File: src/rtl/red_pitaya_dac_conditioner.sv
// red_pitaya_dac_conditioner
// Multi-channel DAC sample conditioner ahead of the ODDR lane-interleave stage.
// Per channel: capture + saturate -> slew limit -> soft-start/stop gain -> DAC code.
// Optional feature macro: RED_PITAYA_DAC_SLEW_EN
//   defined   : stage 2 limits the per-cycle step to slew_max_i (0 = unlimited)
//   undefined : stage 2 is a plain register and slew_max_i is ignored
// Four register stages (held, lim, scaled, code): a sample captured at edge n
// is on dac_code_o after edge n+3, so the ODDR stage takes it at edge n+4.
module red_pitaya_dac_conditioner #(
    parameter int NUM_CH         = 2,
    parameter int IN_WIDTH       = 16,
    parameter int DAC_DATA_WIDTH = 14,
    parameter int RAMP_BITS      = 10,
    parameter int SLEW_WIDTH     = 14
) (
    input  logic                               aclk,
    input  logic                               arst,
    input  logic                               enable_i,
    input  logic [NUM_CH*IN_WIDTH-1:0]         dat_i,
    input  logic                               dat_valid_i,
    input  logic [SLEW_WIDTH-1:0]              slew_max_i,
    input  logic                               sat_clr_i,
    output logic [NUM_CH*DAC_DATA_WIDTH-1:0]   dac_code_o,
    output logic                               dac_active_o,
    output logic [NUM_CH-1:0]                  sat_o
);

    localparam int D = DAC_DATA_WIDTH;
    localparam int R = RAMP_BITS;

    localparam logic [R:0]   G_FULL    = {1'b1, {R{1'b0}}};
    localparam logic [D-1:0] CODE_MID  = {1'b0, {(D-1){1'b1}}};
    localparam logic [D-1:0] CLIP_POS  = {1'b0, {(D-1){1'b1}}};
    localparam logic [D-1:0] CLIP_NEG  = {1'b1, {(D-1){1'b0}}};
    localparam logic signed [IN_WIDTH-1:0] IN_MAX = {{(IN_WIDTH-D+1){1'b0}}, {(D-1){1'b1}}};
    localparam logic signed [IN_WIDTH-1:0] IN_MIN = {{(IN_WIDTH-D+1){1'b1}}, {(D-1){1'b0}}};

    // state      | meaning
    // S_OFF      | gain held at 0, output at midscale
    // S_RAMP_UP  | gain climbs by 1 per cycle toward full scale
    // S_RUN      | full gain, dac_active_o high
    // S_RAMP_DOWN| gain falls by 1 per cycle toward 0
    typedef enum logic [1:0] {
        S_OFF       = 2'd0,
        S_RAMP_UP   = 2'd1,
        S_RUN       = 2'd2,
        S_RAMP_DOWN = 2'd3
    } ramp_state_t;

    ramp_state_t state_q, state_d;
    logic [R:0]  g_q, g_d;

`ifndef RED_PITAYA_DAC_SLEW_EN
    logic unused_slew;
    assign unused_slew = ^slew_max_i;
`endif

    // Ramp state and shared gain register
    always_ff @(posedge aclk or posedge arst) begin
        if (arst) begin
            state_q      <= S_OFF;
            g_q          <= '0;
            dac_active_o <= 1'b0;
        end else begin
            state_q      <= state_d;
            g_q          <= g_d;
            dac_active_o <= (state_d == S_RUN);
        end
    end

    // Ramp next-state: direction changes keep the current gain and ramp from there
    always_comb begin
        state_d = state_q;
        g_d     = g_q;
        unique case (state_q)
            S_OFF: begin
                g_d = '0;
                if (enable_i) state_d = S_RAMP_UP;
            end
            S_RAMP_UP: begin
                if (!enable_i) begin
                    state_d = S_RAMP_DOWN;
                end else if (g_q >= G_FULL - 1'b1) begin
                    g_d     = G_FULL;
                    state_d = S_RUN;
                end else begin
                    g_d = g_q + 1'b1;
                end
            end
            S_RUN: begin
                g_d = G_FULL;
                if (!enable_i) state_d = S_RAMP_DOWN;
            end
            S_RAMP_DOWN: begin
                if (enable_i) begin
                    state_d = S_RAMP_UP;
                end else if (g_q <= {{R{1'b0}}, 1'b1}) begin
                    g_d     = '0;
                    state_d = S_OFF;
                end else begin
                    g_d = g_q - 1'b1;
                end
            end
            default: begin
                state_d = S_OFF;
                g_d     = '0;
            end
        endcase
    end

    // Gain as a non-negative signed operand wide enough for the full product
    logic signed [D+R+1:0] g_w;
    assign g_w = {{(D+1){1'b0}}, g_q};

    for (genvar k = 0; k < NUM_CH; k++) begin : g_ch
        logic signed [IN_WIDTH-1:0] in_s;
        logic                       over, under;
        logic [D-1:0]               clip_v;
        logic signed [D-1:0]        held_q, lim_q, lim_d, scaled_q;
        logic [D-1:0]               code_q;
        logic                       sat_q;
        logic signed [D+R+1:0]      lim_w;

        assign in_s   = dat_i[k*IN_WIDTH +: IN_WIDTH];
        assign over   = (in_s > IN_MAX);
        assign under  = (in_s < IN_MIN);
        assign clip_v = over ? CLIP_POS : (under ? CLIP_NEG : in_s[D-1:0]);

        // Stage 1: zero-order hold of the clipped sample; sticky saturation flag
        always_ff @(posedge aclk or posedge arst) begin
            if (arst) begin
                held_q <= '0;
                sat_q  <= 1'b0;
            end else begin
                if (dat_valid_i) held_q <= clip_v;
                if (dat_valid_i && (over || under)) sat_q <= 1'b1;
                else if (sat_clr_i)                 sat_q <= 1'b0;
            end
        end

`ifdef RED_PITAYA_DAC_SLEW_EN
        localparam int W = ((SLEW_WIDTH > D + 1) ? SLEW_WIDTH : D + 1) + 1;
        logic signed [W-1:0] held_x, lim_x, step_x, diff_x, mag_x;

        // Slew limit: move lim toward held by at most slew_max_i per cycle
        always_comb begin
            held_x = {{(W-D){held_q[D-1]}}, held_q};
            lim_x  = {{(W-D){lim_q[D-1]}}, lim_q};
            step_x = {{(W-SLEW_WIDTH){1'b0}}, slew_max_i};
            diff_x = held_x - lim_x;
            mag_x  = diff_x[W-1] ? -diff_x : diff_x;
            if ((slew_max_i == '0) || (mag_x <= step_x)) lim_d = held_q;
            else if (diff_x[W-1])                         lim_d = D'(lim_x - step_x);
            else                                          lim_d = D'(lim_x + step_x);
        end
`else
        assign lim_d = held_q;
`endif

        // Stage 2: slew-limited (or plain) copy of the held sample
        always_ff @(posedge aclk or posedge arst) begin
            if (arst) lim_q <= '0;
            else      lim_q <= lim_d;
        end

        assign lim_w = {{(R+2){lim_q[D-1]}}, lim_q};

        // Stage 3: gain scaling, arithmetic shift floors toward -inf
        always_ff @(posedge aclk or posedge arst) begin
            if (arst) scaled_q <= '0;
            else      scaled_q <= D'((lim_w * g_w) >>> R);
        end

        // Stage 4: DAC format, inverted offset binary with midscale at reset
        always_ff @(posedge aclk or posedge arst) begin
            if (arst) code_q <= CODE_MID;
            else      code_q <= {scaled_q[D-1], ~scaled_q[D-2:0]};
        end

        assign dac_code_o[k*D +: D] = code_q;
        assign sat_o[k]             = sat_q;
    end

endmodule

File: config.mk
export PLATFORM = sky130hd
export DESIGN_NAME = red_pitaya_dac_conditioner
export DESIGN_NICKNAME = d
export VERILOG_FILES = /design/src/rtl/red_pitaya_dac_conditioner.sv
export SDC_FILE = /design/constraint.sdc
export NUM_CORES = 1
export LEC_CHECK = 0
export CAP_MARGIN = 20
export CORE_MARGIN = 1.5
export CORE_UTILIZATION = 65
export DETAILED_ROUTE_END_ITERATION = 10
export GPL_TIMING_DRIVEN = 0
export PLACE_DENSITY_LB_ADDON = 0.2
export SYNTH_ARGS = -nofsm -noshare
export SYNTH_HDL_FRONTEND = slang
export SYNTH_SLANG_ARGS = --single-unit
File: constraint.sdc
create_clock -name aclk -period 14.1 [get_ports aclk]
set_input_delay 2.115 -clock aclk [delete_from_list [all_inputs] [get_ports aclk]]
set_output_delay 2.115 -clock aclk [all_outputs]
set_load 0.02 [all_outputs]
# Yosys cells after proc, flatten, opt, wreduce, memory -nomap -nowiden

Index checks and enable logic that the tools add are counted.

Flip-flop bits (word level): 128
Bits of input ports: 51
Output and inout bits: 31
Word-level logic and storage cells: 58

Add/subtract/negate cells: 2
Multipliers: 2
Order comparisons: 6
Equality and inequality tests: 6
Muxes and demuxes: 19
Bitwise operators: 2
Reductions and logical operators: 8

Operators by type and width:

| cell                                                                                  | count |
|---|---|
| 14-bit two-way mux                                                                    | 4 |
| 14-bit by 12-bit multiplier with 24-bit output                                        | 2 |
| 11-bit two-way mux                                                                    | 4 |
| 11-bit one-hot mux with 4 select lines                                                | 1 |
| 16-bit by 14-bit greater-than comparator with 1-bit output, second input constant     | 2 |
| 16-bit by 14-bit less-than comparator with 1-bit output, second input constant        | 2 |
| 13-bit NOT                                                                            | 2 |
| 2-bit two-way mux                                                                     | 6 |
| 11-bit by 1-bit adder with 11-bit output, second input constant                       | 1 |
| 11-bit by 10-bit greater-or-equal comparator with 1-bit output, second input constant | 1 |
| 11-bit by 1-bit less-or-equal comparator with 1-bit output, second input constant     | 1 |
| 11-bit by 1-bit subtractor with 11-bit output, second input constant                  | 1 |
| 2-bit one-hot mux with 4 select lines                                                 | 1 |
| 2-bit == test, second input constant                                                  | 3 |
| 2-bit inequality test, second input constant                                          | 2 |
| 2-bit nonzero test                                                                    | 2 |
| 1-bit two-way mux                                                                     | 3 |
| 2-bit by 1-bit == test with 1-bit output, second input constant                       | 1 |
| 1-bit logical AND                                                                     | 2 |
| 2-bit zero test                                                                       | 1 |
| 1-bit logical OR                                                                      | 2 |
| 2-bit AND reduction                                                                   | 1 |

# Longest topological paths before layout

Gate-level depths: netlist of run 1.

Depth after elaboration: 5
Mapped depth: 22
Mapped depth without buffers: 19

# Least setup slack after synthesis of run 1

No wires, ideal clock.

Path kind: reg-to-reg
Start point: register g_q[3]
End point: register g_ch[0].scaled_q[10]
Library setup time: 132 ps
Arrival: 5400 ps
Required time: 13968 ps
Slack: 8568 ps
Cell stages (with the launch flop): 21
Buffers on the path: 3
Clock period less this slack: 5532 ps
Cell sequence: dfrtp_1 buf_2 clkbuf_1 clkbuf_1 nand2_1 fa_1 inv_1 fa_1 fa_1 fa_1 inv_1 fa_1 inv_1 ha_1 and2_1 a221o_1 o211ai_1 nand3_1 o31ai_2 o221ai_1 xor2_1

Cells in the longest elaborated chain, start to end: 1

Ends and longest elaborated chain:

| element                                        | line | source |
|---|---|---|
| start: declaration                             | 51   | `logic [R:0] g_q, g_d;` |
| start signal: assignment                       | 66   | `g_q <= g_d;` |
| 14-bit by 12-bit multiplier with 24-bit output | 171  | `else scaled_q <= D'((lim_w * g_w) >>> R);` |
| end signal: assignment                         | 171  |  |
| end: declaration                               | 119  | `logic signed [D-1:0] held_q, lim_q, lim_d, scaled_q;` |

No other way between the ends.
A chain may end at the register's enable or synchronous reset.

# Worst setup path in the final report of run 1

Start point: register g_q[3]
End point: register g_ch[0].scaled_q[13]

The elaborated chain is that of the path after synthesis.

==> flow_results.org, run 1 <==
** Detailed routing
- The detail route stage leaves a number of antenna-violating nets equal to 0.
- The first detailed-routing pass took 8 iterations.
- Violation count after the first detailed-routing iteration :: 924
- For this run, design rule violations remaining after detail routing come to 0.
- Via count of the routed design :: 11462
- Total detailed-routing wirelength :: 34900 µm
- In the final routed layout, each cell accounts on average for 16.8 µm.
- Mean number of vias per cell :: 5.51

** Synth
- After synthesis, flip-flops and latches occupy 21.0% of the total area.
- By area the synthesized netlist is led by sky130_fd_sc_hd__fa_1 (35%), sky130_fd_sc_hd__dfrtp_1 (17%), sky130_fd_sc_hd__inv_1 (10%), sky130_fd_sc_hd__ha_1 (8.2%), sky130_fd_sc_hd__nand2_1 (6.0%).
- Post-Syn Area :: 0.0154 mm²
- Cell taking the most area after synthesis :: sky130_fd_sc_hd__fa_1
- Asr flop ratio synth :: 100%
- Net Count, Synth :: 2084
- Number of warning messages in the yosys log :: 0
- The synthesized design contains 0 enable-type register cells.
- Post-Synthesis Mean Instance Area :: 9.28 µm²
- Yosys mapped the design onto 68 distinct sky130hd cell types.
- Synthesis produced a netlist whose cell count is 1664.
- Top-area cell type share of the netlist area :: 34.8%
- Among all flip-flop cells after synthesis, the most frequent one is sky130_fd_sc_hd__dfrtp_1.
- Number of storage elements in the synthesis netlist :: 128

** Critical path
- Worst Path Max Fanout :: 10
- Req. time, crit path :: 14400 ps
- The critical path is of the reg2reg type.
- Worst Setup Start Kind :: flop
- The worst register-to-register path ends at g_ch[0].scaled_q[13].
- Worst path arrival time :: 7110 ps
- The setup check on the worst reg-to-reg path leaves a slack of 7290 ps.
- Cell depth of the worst flop-to-flop path :: 20
- STA classifies the critical path endpoint as a flop.
- Startpoint of the worst register-to-register path :: g_q[3]

** Final layout
- Share of final-layout standard cells stronger than drive strength 1 :: 4.93%
- For this run, the post-layout net count is 2170.
- 0 antenna diodes ended up in the layout.
- The filler cells instantiated in the layout total 1748.
- The area growth from synthesis to layout is 10.7%.

** Outcome
- Status :: completed

** STA
- Share of the clock period used by the worst path after layout :: 48.3%
- Least-Margin Pin Slew :: 803 ps
- In the final timing run, aggregate negative setup slack is 0 ps.
- The number of max-slew violations in the final report is 0.
- Setup violations remaining at the end of the flow were counted as 0.
- Derived from the worst setup path, the maximum achievable clock frequency is 147 MHz.
- The hold violation count in the final report is 0.
- The worst pin sits at a relative slew slack of 46.5%.
- Final worst clock skew :: 10.9 ps
- Post-layout min period :: 6810 ps
- Setup repair after global routing left no endpoint under its margin.

** Die
- Vert. Die Dim :: 157 µm
- 82 I/O pins were placed.
- For this configuration, the core starts out at a cell density of 66.0%.
- Die W :: 157 µm
- The core region is 0.0234 mm².
- Standard-cell rows :: 56
- Die area :: 0.0247 mm²

** Clocking
- Counting every sink on the clock net gives 128.
- The cell sitting at the root of the clock tree is a sky130_fd_sc_hd__clkbuf_16.
- Number of clock buffers inserted by TritonCTS :: 17
- The clock reaches the later pin of the worst-skew pair after 440 ps.
- Post-CTS repair changed the size of 0 cells.
- TritonCTS clock tree :: yes
- Clock-pin transition on the worst setup and hold timing paths :: 70 ps
- After clock tree synthesis, the setup repair step added 0 buffers.
- Buffers inserted to repair hold after CTS numbered 0.
- The clock tree synthesis step divided the H-tree into 4 levels.
- The clock passes through at most 2 buffers.

** Global routing
- Total overflow reported by the global router :: 0
- GRT Overall Usage :: 31.1%
- Maximum number of pins on one net before global-route repair :: 101
- Number of global-route vias before repair :: 11860
- Initial antenna violation count :: 1
- The first global-routing pass estimated 58200 µm of wire.

** Worst hold path
- Endpoint, Worst Hold :: g_ch[1].code_q[5]
- The worst hold path begins at g_ch[1].scaled_q[5].
- Along the worst hold path, the cell count comes to 1.
- The tightest min-delay check is of the reg2reg type.

** Placement
- # port buffers :: 66
- The HPWL after detailed placement is 26700 µm.
- At the end of routability-driven placement, the weighted congestion stood at 0.913.

** Flow run
- Number of max-capacitance violations reported :: 0
[cells in the final DEF (no fill, tap or decap), types with 28 or more instances in the layout]
master / instances
sky130_fd_sc_hd__xnor2_1: 36
sky130_fd_sc_hd__and2_1: 99
sky130_fd_sc_hd__dfrtp_1: 102
sky130_fd_sc_hd__inv_1: 418
sky130_fd_sc_hd__nor2_1: 33
sky130_fd_sc_hd__o211ai_1: 28
sky130_fd_sc_hd__clkdlybuf4s50_1: 66
sky130_fd_sc_hd__o21ai_0: 47
sky130_fd_sc_hd__ha_1: 101
sky130_fd_sc_hd__fa_1: 268
sky130_fd_sc_hd__nand2_1: 245
sky130_fd_sc_hd__clkbuf_1: 71
[cells by family (layout without fill, tap and decap cells)]
group | count (synthesis) | after routing | share of synthesized area, %
DFF | 128 | 128 | 21.0
buffers and inverters | 507 | 606 | 12.5
xor gates and xnor gates | 49 | 49 | 2.78
and+or+nand+nor | 445 | 445 | 13.5
AOI/OAI and AO/OA | 162 | 162 | 6.99
adders and majority gates | 369 | 369 | 42.9
muxes | 4 | 4 | 0.276
[metrics by stage]
step	cells	util (%)	cell area, µm²	worst slack, ps	hold slack [ps]
floorplan	1664	-	15400	8570	331
global placement	2049	70.5	16500	6760	333
detailed placement	2050	70.6	16500	7410	337
CTS	2082	73.0	17100	7400	348
global route	2082	73.0	17100	7010	361
finish	2082	73.0	17100	7290	344
[cells in the mapped netlist, types with 3 or more instances]
master,number
sky130_fd_sc_hd__ha_1,101
sky130_fd_sc_hd__buf_2,9
sky130_fd_sc_hd__xor2_1,13
sky130_fd_sc_hd__a31oi_1,4
sky130_fd_sc_hd__nor2_1,33
sky130_fd_sc_hd__o21a_1,9
sky130_fd_sc_hd__buf_1,5
sky130_fd_sc_hd__dfrtp_1,102
sky130_fd_sc_hd__o22ai_1,4
sky130_fd_sc_hd__and2_1,99
sky130_fd_sc_hd__nand4_1,5
sky130_fd_sc_hd__a21oi_1,26
sky130_fd_sc_hd__o211ai_1,28
sky130_fd_sc_hd__dfstp_2,26
sky130_fd_sc_hd__clkbuf_1,70
sky130_fd_sc_hd__o21ai_0,47
sky130_fd_sc_hd__a21o_1,4
sky130_fd_sc_hd__xnor2_1,36
sky130_fd_sc_hd__nor3_1,11
sky130_fd_sc_hd__nand2_1,245
sky130_fd_sc_hd__fa_1,268
sky130_fd_sc_hd__nand2b_1,7
sky130_fd_sc_hd__nand3_1,15
sky130_fd_sc_hd__inv_1,419
sky130_fd_sc_hd__nor4_1,6
sky130_fd_sc_hd__or2_2,4
sky130_fd_sc_hd__o21bai_1,3
sky130_fd_sc_hd__or3_1,4
sky130_fd_sc_hd__nor2b_1,3
[layout make-up]
cell class              count  area [µm²]  area share, %
plain buffers              88         364           2.13
repair buffers             67         688           4.03
well taps                 319         399           2.34
inverters                 419        1580           9.23
clock buffers              18         429           2.51
multi-input cells        1029       10300           60.1
flip-flops and latches    128        3240           18.9
clock inverters            14         128          0.747
[layer usage]
layer | vias up | track usage, % | part of all wire (%)
met5 | - | 0 | 0
met4 | 0 | 11.6 | 3.4
met3 | 106 | 5.97 | 7.7
met2 | 475 | 50.9 | 48
met1 | 5753 | 41.7 | 41
li1 | 5128 | - | -
[worst max-delay path, stage by stage, from the launching register on]
cell                       delay (ps)
sky130_fd_sc_hd__dfrtp_1          320
sky130_fd_sc_hd__buf_2            210
sky130_fd_sc_hd__clkbuf_1         640
sky130_fd_sc_hd__clkbuf_1         490
sky130_fd_sc_hd__nand2_1          150
sky130_fd_sc_hd__fa_1             560
sky130_fd_sc_hd__inv_1             50
sky130_fd_sc_hd__fa_1             500
sky130_fd_sc_hd__fa_1             540
sky130_fd_sc_hd__fa_1             500
sky130_fd_sc_hd__inv_1             50
sky130_fd_sc_hd__fa_1             470
sky130_fd_sc_hd__inv_1             40
sky130_fd_sc_hd__ha_1             340
sky130_fd_sc_hd__and2_1           210
sky130_fd_sc_hd__a221o_1          320
sky130_fd_sc_hd__o21a_1           200
sky130_fd_sc_hd__o21ai_0          430
sky130_fd_sc_hd__a31oi_1          270
sky130_fd_sc_hd__nor4_1           280
sky130_fd_sc_hd__a311oi_1          80
[flip-flops by register name (all words and copies together), names as in the netlist]
register	flops
dac_active_o	1
g_ch.lim_q	28
g_ch.sat_q	2
g_ch.code_q	28
g_q	11
state_q	2
g_ch.scaled_q	28
g_ch.held_q	28
[worst max path at each step]
| stage | from | to | slack, ps | cells past startpoint |
|---|---|---|---|---|
| after floorplan | g_q[3] | g_ch[0].scaled_q[10] | 8570 | 20 |
| after global placement | arst | g_ch[1].scaled_q[0] | 6760 | 2 |
| after detailed placement | g_q[3] | g_ch[0].scaled_q[13] | 7410 | 20 |
| after CTS | g_q[3] | g_ch[0].scaled_q[13] | 7400 | 20 |
| after global routing | g_q[3] | g_ch[0].scaled_q[13] | 7010 | 20 |
| final | g_q[3] | g_ch[0].scaled_q[13] | 7290 | 20 |
Power of run 1 is not shown: default switching activity piles up to over one toggle a cycle in this logic, so the estimate is an artifact.
==> run 2: changes to the inputs <==
Settings changed: CORE_UTILIZATION 65 to 63.
Clock period 14.1 ns to 6.4 ns, I/O delays scaled along.
==> flow_results.org, run 2 (synthesis results as in run 1) <==
** Outcome
- The run finished with clean final reports.

** Final layout
- Most common cell after layout, fill and taps aside :: sky130_fd_sc_hd__inv_1
- For this run, the share of the core covered by cells in the final layout is 71.0%.
- Final layout net count :: 2166
- Number of inserted diodes :: 0
- Leaving out fill and tap cells, the most frequent cells in the layout are sky130_fd_sc_hd__inv_1 (418), sky130_fd_sc_hd__fa_1 (268), sky130_fd_sc_hd__nand2_1 (245).
- Post-synthesis to final-layout area growth :: 11.1%
- The post-route netlist has 5.46% of its cells at a drive strength greater than 1.

** Die
- In this run the horizontal extent of the chip is 160 µm.
- I/O pin count :: 82
- Starting utilization of the core area :: 63.8%
- Floorplan Core Area :: 0.0242 mm²
- The floorplan has 57 rows.
- The die covers 0.0254 mm².
- The floorplan step set the die height to 160 µm.

** Global routing
- Maximum number of pins on one net before global-route repair :: 98
- In the global route stage, overall resource usage came out at 29.5%.
- Initial antenna violation count :: 1
- The first global-routing pass estimated 58300 µm of wire.
- For this run the aggregate overflow at the end of global routing stands at 0.
- Number of global-route vias before repair :: 12067

** Worst hold path
- The tightest min-delay check is of the reg2reg type.

** Clocking
- Number of clock buffers inserted by TritonCTS :: 17
- Clock H-tree levels :: 4
- Skew-Pair Late Insertion Delay :: 440 ps
- No sink is reached through more buffers than the 2 on the longest clock path.
- Clock tree synthesis found a total of 128 sinks.
- CTS placed an instance of sky130_fd_sc_hd__clkbuf_16 at the clock tree root.
- Clock-pin transition on the worst setup and hold timing paths :: 70 ps
- TritonCTS clock tree :: yes

** Detailed routing
- After detailed routing, the number of remaining DRC violations is 0.
- In the final routed layout, each cell accounts on average for 16.7 µm.
- Number of search-and-repair iterations in the first detailed-routing pass :: 7
- In this run the remaining antenna-violating nets after routing total 0.
- Total detailed-routing wirelength :: 34900 µm
- Using the TritonRoute via totals, the vias-per-cell ratio works out to 5.42.
- Summing over every cut layer, the via total after detailed routing is 11298.
- Violation count after the first detailed-routing iteration :: 966

** Critical path
- The worst register-to-register path ends at g_ch[0].scaled_q[13].
- Req. time, crit path :: 6710 ps
- Worst setup slack for register-to-register paths :: 340 ps
- CP endpoint kind :: flop
- Cell depth of the worst flop-to-flop path :: 18
- The setup path with the least slack is of type reg2reg.
- End point of the critical path :: g_ch[0].scaled_q[13]
- The startpoint identified for the worst register-to-register timing path is g_q[6].
- STA classifies the critical path startpoint as a flop.
- The critical path starts at g_q[6].
- Worst Path Max Fanout :: 10
- Worst path arrival time :: 6370 ps

** STA
- Setup repair after global routing missed its margin :: false
- The number of max-slew violations in the final report is 0.
- For the final routed database, the setup TNS stands at 0 ps.
- Headroom to the max-slew limit came out at 43.5%.
- Across the routed clock network, the largest skew measured is 11.5 ps.
- Upper clock frequency limit :: 165 MHz
- Worst path setup slack after routing :: 341 ps
- Counting I/O delays and the setup requirement, the final critical path takes 6060 ps.
- Least-Margin Pin Slew :: 847 ps
- Share of the clock period used by the worst path after layout :: 94.7%
- Final setup violating endpoints :: 0
- Number of hold violations in the final report :: 0

** Flow run
- Across the run, the number of max-cap violations was 0.

** Placement
- Pre-CTS setup slack :: -235 ps
- # port buffers :: 66
- Placer's final routability congestion estimate :: 0.919
- Summed over all nets, the half-perimeter wirelength after detailed placement is 26600 µm.
[run 2: cell types whose count changed in the layout (fill, tap and decap cells not counted)]
cell,delta
sky130_fd_sc_hd__inv_8,+2
sky130_fd_sc_hd__clkinv_8,-1
sky130_fd_sc_hd__buf_1,-1
sky130_fd_sc_hd__clkbuf_1,-12
sky130_fd_sc_hd__clkinv_4,-2
sky130_fd_sc_hd__bufinv_16,+3
sky130_fd_sc_hd__o21ai_1,+1
sky130_fd_sc_hd__clkinvlp_4,-1
sky130_fd_sc_hd__o21ai_0,-1
sky130_fd_sc_hd__clkbuf_2,+8
[run 2: layout make-up]
type	count	area [µm²]
Timing Repair Buffer	67	688
Sequential cell	128	3240
Clock buffer	17	425
Inverter	419	1580
Fill cell	1759	7020
Tap cell	324	405
Buffer	84	359
Clock inverter	15	199
Multi-Input combinational cell	1029	10300
[run 2: timing repair]
| action | CTS | global route |
|---|---|---|
| setup buffers | 0 | 0 |
| hold buffers | 0 | 0 |
| endpoints found under the setup margin | 9 | 10 |
| pin swaps | 0 | 0 |
| gates resized for setup | 2 | 12 |
[run 2: metrics by stage]
| stage | cell area [µm²] | std cells | hold slack (ps) |
|---|---|---|---|
| 2_1_floorplan | 15400 | 1664 | 331 |
| 3_3_place_gp | 16500 | 2054 | 332 |
| 3_5_place_dp | 16500 | 2055 | 335 |
| 4_1_cts | 17200 | 2085 | 349 |
| 5_1_grt | 17200 | 2083 | 351 |
| 6_report | 17200 | 2083 | 348 |
[run 2: worst max-delay path: stages, from the launching register on]
cell	delay, ps
sky130_fd_sc_hd__dfrtp_1	310
sky130_fd_sc_hd__buf_2	170
sky130_fd_sc_hd__clkbuf_1	660
sky130_fd_sc_hd__and2_1	260
sky130_fd_sc_hd__fa_1	430
sky130_fd_sc_hd__fa_1	590
sky130_fd_sc_hd__fa_1	450
sky130_fd_sc_hd__fa_1	500
sky130_fd_sc_hd__inv_1	50
sky130_fd_sc_hd__fa_1	470
sky130_fd_sc_hd__inv_1	50
sky130_fd_sc_hd__ha_1	340
sky130_fd_sc_hd__and2_1	210
sky130_fd_sc_hd__a221o_1	320
sky130_fd_sc_hd__o21a_1	210
sky130_fd_sc_hd__o21ai_1	300
sky130_fd_sc_hd__a31oi_1	230
sky130_fd_sc_hd__nor4_1	290
sky130_fd_sc_hd__a311oi_1	80
[run 2: layer usage]
layer  up-vias  track usage [%]  routed length (µm)
met5         -                0                  13
met2       457             48.6               17100
li1       5124                -                   -
met1      5617             39.0               14000
met3        98             6.28                2710
met4         2             10.4                 990
[run 2: worst min-delay path by stage]
stage | start | to | slack (ps) | cells after the start
floorplan | g_ch[0].scaled_q[13] | g_ch[0].code_q[13] | 330 | 0
global placement | g_ch[0].scaled_q[13] | g_ch[0].code_q[13] | 330 | 0
CTS | g_ch[1].scaled_q[5] | g_ch[1].code_q[5] | 350 | 1
finish | g_ch[1].scaled_q[5] | g_ch[1].code_q[5] | 350 | 1
global route | g_ch[1].scaled_q[1] | g_ch[1].code_q[1] | 350 | 1
detailed placement | g_ch[1].scaled_q[13] | g_ch[1].code_q[13] | 330 | 0
Power of run 2 is left out for the same reason.
